## config.mk

```make
export PLATFORM = sky130hd
export DESIGN_NAME = locked_serial_adder
export DESIGN_NICKNAME = d
export VERILOG_FILES = /design/src/rtl/locked_serial_adder_pkg.sv /design/src/rtl/serial_add_lane.sv /design/src/rtl/locked_serial_adder.sv
export SDC_FILE = /design/constraint.sdc
export NUM_CORES = 1
export LEC_CHECK = 0
export ABC_AREA = 1
export CORE_MARGIN = 2
export CORE_UTILIZATION = 55
export DETAILED_ROUTE_END_ITERATION = 8
export PLACE_DENSITY = 0.77
export SLEW_MARGIN = 20
export SYNTH_ARGS = -nofsm -noshare
export SYNTH_HDL_FRONTEND = slang
export SYNTH_HIERARCHICAL = 1
export SYNTH_SLANG_ARGS = --single-unit
```

## constraint.sdc

```tcl
create_clock -name clock -period 3.2 [get_ports clock]
set_input_delay 0.32 -clock clock [delete_from_list [all_inputs] [get_ports clock]]
set_output_delay 0.32 -clock clock [all_outputs]
set_load 0.01 [all_outputs]
```

## src/rtl/locked_serial_adder_pkg.sv

```systemverilog
// Shared definitions for the key-locked multi-lane serial adder:
// state encoding, default unlock key and a width helper.
package locked_serial_adder_pkg;

    typedef enum logic [1:0] {
        ST_LOCKED  = 2'd0,
        ST_LOCKOUT = 2'd1,
        ST_IDLE    = 2'd2,
        ST_RUN     = 2'd3
    } state_e;

    localparam int          KEY_LEN_DEFAULT = 16;
    localparam logic [15:0] KEY_DEFAULT     = 16'hA5C3;

    // Bits needed to hold values 0..value-1, never less than one bit.
    function automatic int clog2(input int value);
        int width;
        width = 1;
        while ((1 << width) < value) begin
            width = width + 1;
        end
        return width;
    endfunction

endpackage

```

## src/rtl/serial_add_lane.sv

```systemverilog
// One LSB-first serial adder lane: registered sum bit, carry chain and
// overflow flag captured on the last bit of the word.
module serial_add_lane #(
    parameter int SIGNED = 0
) (
    input  logic clock_i,
    input  logic reset_ni,
    input  logic clear_i,
    input  logic sample_i,
    input  logic last_i,
    input  logic a_i,
    input  logic b_i,
    output logic sum_o,
    output logic ovf_o
);

    logic sum_q, sum_d;
    logic carry_q, carry_d;
    logic ovf_q, ovf_d;
    logic carry_in;
    logic carry_out;
    logic sum_bit;

    always_comb begin
        carry_in  = clear_i ? 1'b0 : carry_q;
        sum_bit   = a_i ^ b_i ^ carry_in;
        carry_out = (a_i & b_i) | (a_i & carry_in) | (b_i & carry_in);

        sum_d   = sum_q;
        carry_d = carry_q;
        ovf_d   = ovf_q;

        if (sample_i) begin
            sum_d   = sum_bit;
            carry_d = carry_out;
            if (clear_i) begin
                ovf_d = 1'b0;
            end
            // At the MSB, carry_in is the carry into the sign bit.
            if (last_i) begin
                ovf_d = (SIGNED != 0) ? (carry_in ^ carry_out) : carry_out;
            end
        end
    end

    always_ff @(posedge clock_i or negedge reset_ni) begin
        if (!reset_ni) begin
            sum_q   <= 1'b0;
            carry_q <= 1'b0;
            ovf_q   <= 1'b0;
        end else begin
            sum_q   <= sum_d;
            carry_q <= carry_d;
            ovf_q   <= ovf_d;
        end
    end

    assign sum_o = sum_q;
    assign ovf_o = ovf_q;

endmodule

```

## src/rtl/locked_serial_adder.sv

```systemverilog
// Key-locked multi-lane serial adder: serial key checker with retry limit
// gating a shared word-sequencing FSM that drives LANES adder lanes.
//
// state      | meaning
// -----------+-----------------------------------------------------------
// ST_LOCKED  | collecting key bits; start ignored, adder outputs held at 0
// ST_LOCKOUT | retry limit exhausted; only reset leaves this state
// ST_IDLE    | unlocked, waiting for start (bit 0 sampled with start)
// ST_RUN     | sampling bits 1..WORD_LEN-1 of the current word
module locked_serial_adder
    import locked_serial_adder_pkg::*;
#(
    parameter int                 WORD_LEN  = 8,
    parameter int                 LANES     = 2,
    parameter int                 SIGNED    = 0,
    parameter int                 KEY_LEN   = KEY_LEN_DEFAULT,
    parameter logic [KEY_LEN-1:0] KEY       = KEY_DEFAULT,
    parameter int                 MAX_TRIES = 3
) (
    input  logic             clock,
    input  logic             reset,
    input  logic             key_in,
    input  logic             key_valid,
    input  logic             start,
    input  logic [LANES-1:0] line1,
    input  logic [LANES-1:0] line2,
    output logic [LANES-1:0] outp,
    output logic [LANES-1:0] overflw,
    output logic             word_done,
    output logic             unlocked,
    output logic             locked_out
);

    localparam int BCW = clog2(WORD_LEN);
    localparam int KCW = clog2(KEY_LEN + 1);
    localparam int TCW = clog2(MAX_TRIES + 1);

    localparam logic [BCW-1:0] BIT_LAST  = BCW'(WORD_LEN - 1);
    localparam logic [BCW-1:0] BIT_ONE   = BCW'(1);
    localparam logic [KCW-1:0] KEY_LAST  = KCW'(KEY_LEN - 1);
    localparam logic [TCW-1:0] TRIES_MAX = TCW'(MAX_TRIES);

    state_e             state_q, state_d;
    logic [KEY_LEN-1:0] key_sr_q, key_sr_d;
    logic [KEY_LEN-1:0] key_shift;
    logic [KCW-1:0]     key_cnt_q, key_cnt_d;
    logic [TCW-1:0]     tries_q, tries_d;
    logic [BCW-1:0]     bit_cnt_q, bit_cnt_d;
    logic               word_done_q, word_done_d;
    logic               lane_clear;
    logic               lane_sample;
    logic               lane_last;

    always_comb begin
        state_d     = state_q;
        key_sr_d    = key_sr_q;
        key_cnt_d   = key_cnt_q;
        tries_d     = tries_q;
        bit_cnt_d   = bit_cnt_q;
        word_done_d = 1'b0;
        lane_clear  = 1'b0;
        lane_sample = 1'b0;
        lane_last   = 1'b0;
        key_shift   = (key_sr_q << 1) | KEY_LEN'(key_in);

        unique case (state_q)
            ST_LOCKED: begin
                // The key has priority; a concurrent start is simply dropped.
                if (key_valid) begin
                    key_sr_d = key_shift;
                    if (key_cnt_q == KEY_LAST) begin
                        key_cnt_d = '0;
                        if (key_shift == KEY) begin
                            state_d = ST_IDLE;
                        end else begin
                            tries_d = tries_q + 1'b1;
                            if (tries_d == TRIES_MAX) begin
                                state_d = ST_LOCKOUT;
                            end
                        end
                    end else begin
                        key_cnt_d = key_cnt_q + 1'b1;
                    end
                end
            end

            ST_LOCKOUT: begin
                state_d = ST_LOCKOUT;
            end

            ST_IDLE: begin
                if (start) begin
                    lane_clear  = 1'b1;
                    lane_sample = 1'b1;
                    bit_cnt_d   = BIT_ONE;
                    state_d     = ST_RUN;
                end
            end

            ST_RUN: begin
                lane_sample = 1'b1;
                if (bit_cnt_q == BIT_LAST) begin
                    lane_last   = 1'b1;
                    word_done_d = 1'b1;
                    bit_cnt_d   = '0;
                    state_d     = ST_IDLE;
                end else begin
                    bit_cnt_d = bit_cnt_q + 1'b1;
                end
            end

            default: begin
                state_d = ST_LOCKED;
            end
        endcase
    end

    always_ff @(posedge clock or negedge reset) begin
        if (!reset) begin
            state_q     <= ST_LOCKED;
            key_sr_q    <= '0;
            key_cnt_q   <= '0;
            tries_q     <= '0;
            bit_cnt_q   <= '0;
            word_done_q <= 1'b0;
        end else begin
            state_q     <= state_d;
            key_sr_q    <= key_sr_d;
            key_cnt_q   <= key_cnt_d;
            tries_q     <= tries_d;
            bit_cnt_q   <= bit_cnt_d;
            word_done_q <= word_done_d;
        end
    end

    for (genvar i = 0; i < LANES; i++) begin : g_lane
        serial_add_lane #(
            .SIGNED(SIGNED)
        ) u_lane (
            .clock_i (clock),
            .reset_ni(reset),
            .clear_i (lane_clear),
            .sample_i(lane_sample),
            .last_i  (lane_last),
            .a_i     (line1[i]),
            .b_i     (line2[i]),
            .sum_o   (outp[i]),
            .ovf_o   (overflw[i])
        );
    end

    assign word_done  = word_done_q;
    assign unlocked   = (state_q == ST_IDLE) || (state_q == ST_RUN);
    assign locked_out = (state_q == ST_LOCKOUT);

endmodule
```

==> flow_summary_export.csv <==
group,metric,value,unit
grt,gr-usage-met3,6.49,%
clocking,cts_hold_buf,0,
pwr,ir_drop,460,uV
placed_design,dp.cells,265,
clocking,ctsResizeCount,0,
synthesis,synth_edf_count,0,
grt,grt_pass1_wl,5000,um
synthesis,synth_commonest_cells,"nand2_1, dfrtp_1, inv_1",
synthesis,syn_nets,228,
clocking,cts_tree,"yes",
route,vias,1280,
grt,antenna_found_initial,0,
layout,stdcell_area,0.00204,mm^2
clocking,cts-root-buf,"clkbuf_4",
synthesis,synth_cells,208,
synthesis,synth-seq-cells,34,
route,ant_nets,0,
layout,syn2layout_area_growth,17.4,%
timing,slew_headroom,55.2,%
setup_path,cp_data_required_time,2.88,ns
clocking,cts.path.max_buffers,2,
timing,setup_tns,0,ns
timing,rsz0062_at_grt,"false",
layout,fillerInstances,242,
clocking,clk-insertion-delay-late,0.35,ns
placed_design,placed_area,0.00193,mm^2
grt,grt_pass1_vias,1185,
setup_path,crit_fanout,4,
route,drc,0,
timing,hold_violations,0,
setup_path,critical_path_class,"register to output pin",
die,dieHeight,60.3,um
timing,setup_viol,0,
die,io_pins,16,
grt,use_met2,30.9,%
setup_path,cp-start-kind,"register",
setup_path,r2r_cells,6,
die,coreArea,0.00303,mm^2
layout,nets,248,
layout,area.sequential,851,um^2
setup_path,crit_start,"state_q[0]",
route,avgViaCountPerCell,4.69,
setup_path,rrSetupSlack,1.27,ns
clocking,clkTransAtPathRegs,0.11,ns
grt,grt-ovfl-total,0,
grt,groute.usage.overall,19.0,%
placed_design,portBuffers,15,
timing,finalClockSkew,0.0158,ns
clocking,post-cts-setup-buffer-count,0,
synthesis,synth.top_cell.area_share,48.9,%
grt,grtUsageMet1,23.0,%
synthesis,syn_area,0.00174,mm^2
synthesis,synth_area_per_cell,8.37,um^2
synthesis,yosysMostFrequentCell,"nand2_1",
run_status,outcome,"complete, no violations",
route,drt_iter0_markers,36,
layout,post_route_cells_drive_above_1_share,14.0,%
route,dr.pass1.iters,4,
route,wl,2790,um
setup_path,critPathArrivalTime,1.77,ns
die,die_w,60.3,um
placed_design,hpwl,2000,um
route,route.detailed.wl_per_inst,10.2,um
worst_hold_path,min_path_type,"input pin to asynchronous set/reset pin",
die,rows,20,
clocking,htree_levels,2,
layout,layout.cells.non_filler,273,
synthesis,synth_area_leaders,"dfrtp_1, nand2_1, ha_1",
pwr,p_leak,1.07,nW
run,timing.max_cap.violations,0,
synthesis,ys_types,24,
placed_design,dp_slack,1.19,ns
layout,multi_input_area,747,um^2
synthesis,ys.flop_type,"dfrtp_1",
synthesis,yosysSeqAreaShare,48.9,%
layout,fin_util,67.5,%
grt,grt_max_degree,35,
timing,fin_ws,1.11,ns
synthesis,yosysWarnings,6,
clocking,clock_sinks,34,
timing,period_needed,2.09,ns
placed_design,place_congestion,0.788,
clocking,numCtsBuffers,5,
die,start_util,57.5,%
layout,n_antenna_cell,0,
setup_path,cp-endpoint,"unlocked",
setup_path,r2r_end,"key_cnt_q[2]",
grt,gr-max-usage-layer,"met2",
timing,drv_slew,0,
setup_path,reg2reg_from,"state_q[0]",
timing,min_period_over_period,65.3,%
setup_path,endpoint_kind,"output pin",
timing,max_freq,0.478,GHz
pwr,power_density,707,mW/mm^2
die,die-area,0.00363,mm^2
timing,tightest_slew,0.671,ns
synthesis,async_flop_share,100,%
synthesis,yosysTopAreaCell,"dfrtp_1",
sequential cells by signal, summed over array words and instances (netlist names):
register               cells
g_lane.u_lane/carry_q      2
key_sr_q                  15
g_lane.u_lane/sum_o        2
tries_q                    2
g_lane.u_lane/ovf_o        2
word_done                  1
bit_cnt_q                  3
state_q                    2
key_cnt_q                  5
worst min-delay path by stage:
stage | start | end | slack, ns | depth (start not counted)
after global routing | reset | word_done | 0.41 | 2
final | reset | g_lane[0].u_lane/ovf_o | 0.36 | 2
after detailed placement | g_lane[0].u_lane/ovf_o | g_lane[0].u_lane/ovf_o | 0.47 | 2
after CTS | reset | g_lane[0].u_lane/ovf_o | 0.37 | 2
after global placement | g_lane[1].u_lane/ovf_o | g_lane[1].u_lane/ovf_o | 0.46 | 2
after floorplan | reset | bit_cnt_q[0] | 0.02 | 0
logic make-up (layout without fill, tap and decap cells):
kind of cell    Yosys count  in the layout  share of synthesized area, %
flops                    34             34                          48.9
simple gates            111            111                          27.3
fa+ha+maj                11             11                          8.77
xor+xnor                  3              3                          1.51
buf+inv                  32             53                          8.20
compound gates           17             17                          5.32
critical path: stages, from the launching register on:
cell             delay, ns
dfrtp_1               0.43
inv_1                 0.12
ha_1                  0.19
inv_2                 0.05
nand2_1               0.09
clkdlybuf4s50_1       0.54
per-layer routing:
| metal | routed length (um) | part of all wire [%] |
|---|---|---|
| met1 | 1290 | 46 |
| met2 | 1320 | 47 |
| met3 | 120 | 4.3 |
| met4 | 57 | 2.0 |
| met5 | 0 | 0 |
metrics by stage:
stage	hold slack (ns)	total power [W]
global route	0.411	0.00156
finish	0.356	0.00144
floorplan	0.0244	0.000945
detailed placement	0.466	0.00104
global placement	0.460	0.00103
CTS	0.365	0.00146
power breakdown:
group	switching, W	leakage (nW)	internal (W)	total (W)
combinational	0.000213	0.578	0.000152	0.000365
sequential	0.000102	0.432	0.000562	0.000664
clock	0.000151	0.0585	0.000265	0.000415
final cells by class:
class,count,share of cell area [%]
clock inverters,2,2.94
inverters,29,5.94
multi-input cells,142,36.6
clock buffers,6,2.51
repair buffers,16,7.72
flip-flops and latches,34,41.6
well taps,44,2.69
cell usage in the layout, fill, tap and decap left out, drive strengths merged, types with 2 or more instances in the layout:
master,Yosys,routed
inv,28,28
xnor2,2,2
dfrtp,34,34
bufinv,0,2
fa,2,2
ha,9,9
clkbuf,0,6
nand3,7,7
o21ai,13,13
clkdlybuf4s50,0,15
a21oi,4,4
nand2,84,84
nor2,18,18
No activity file was read; power rests on OpenSTA's default activity.
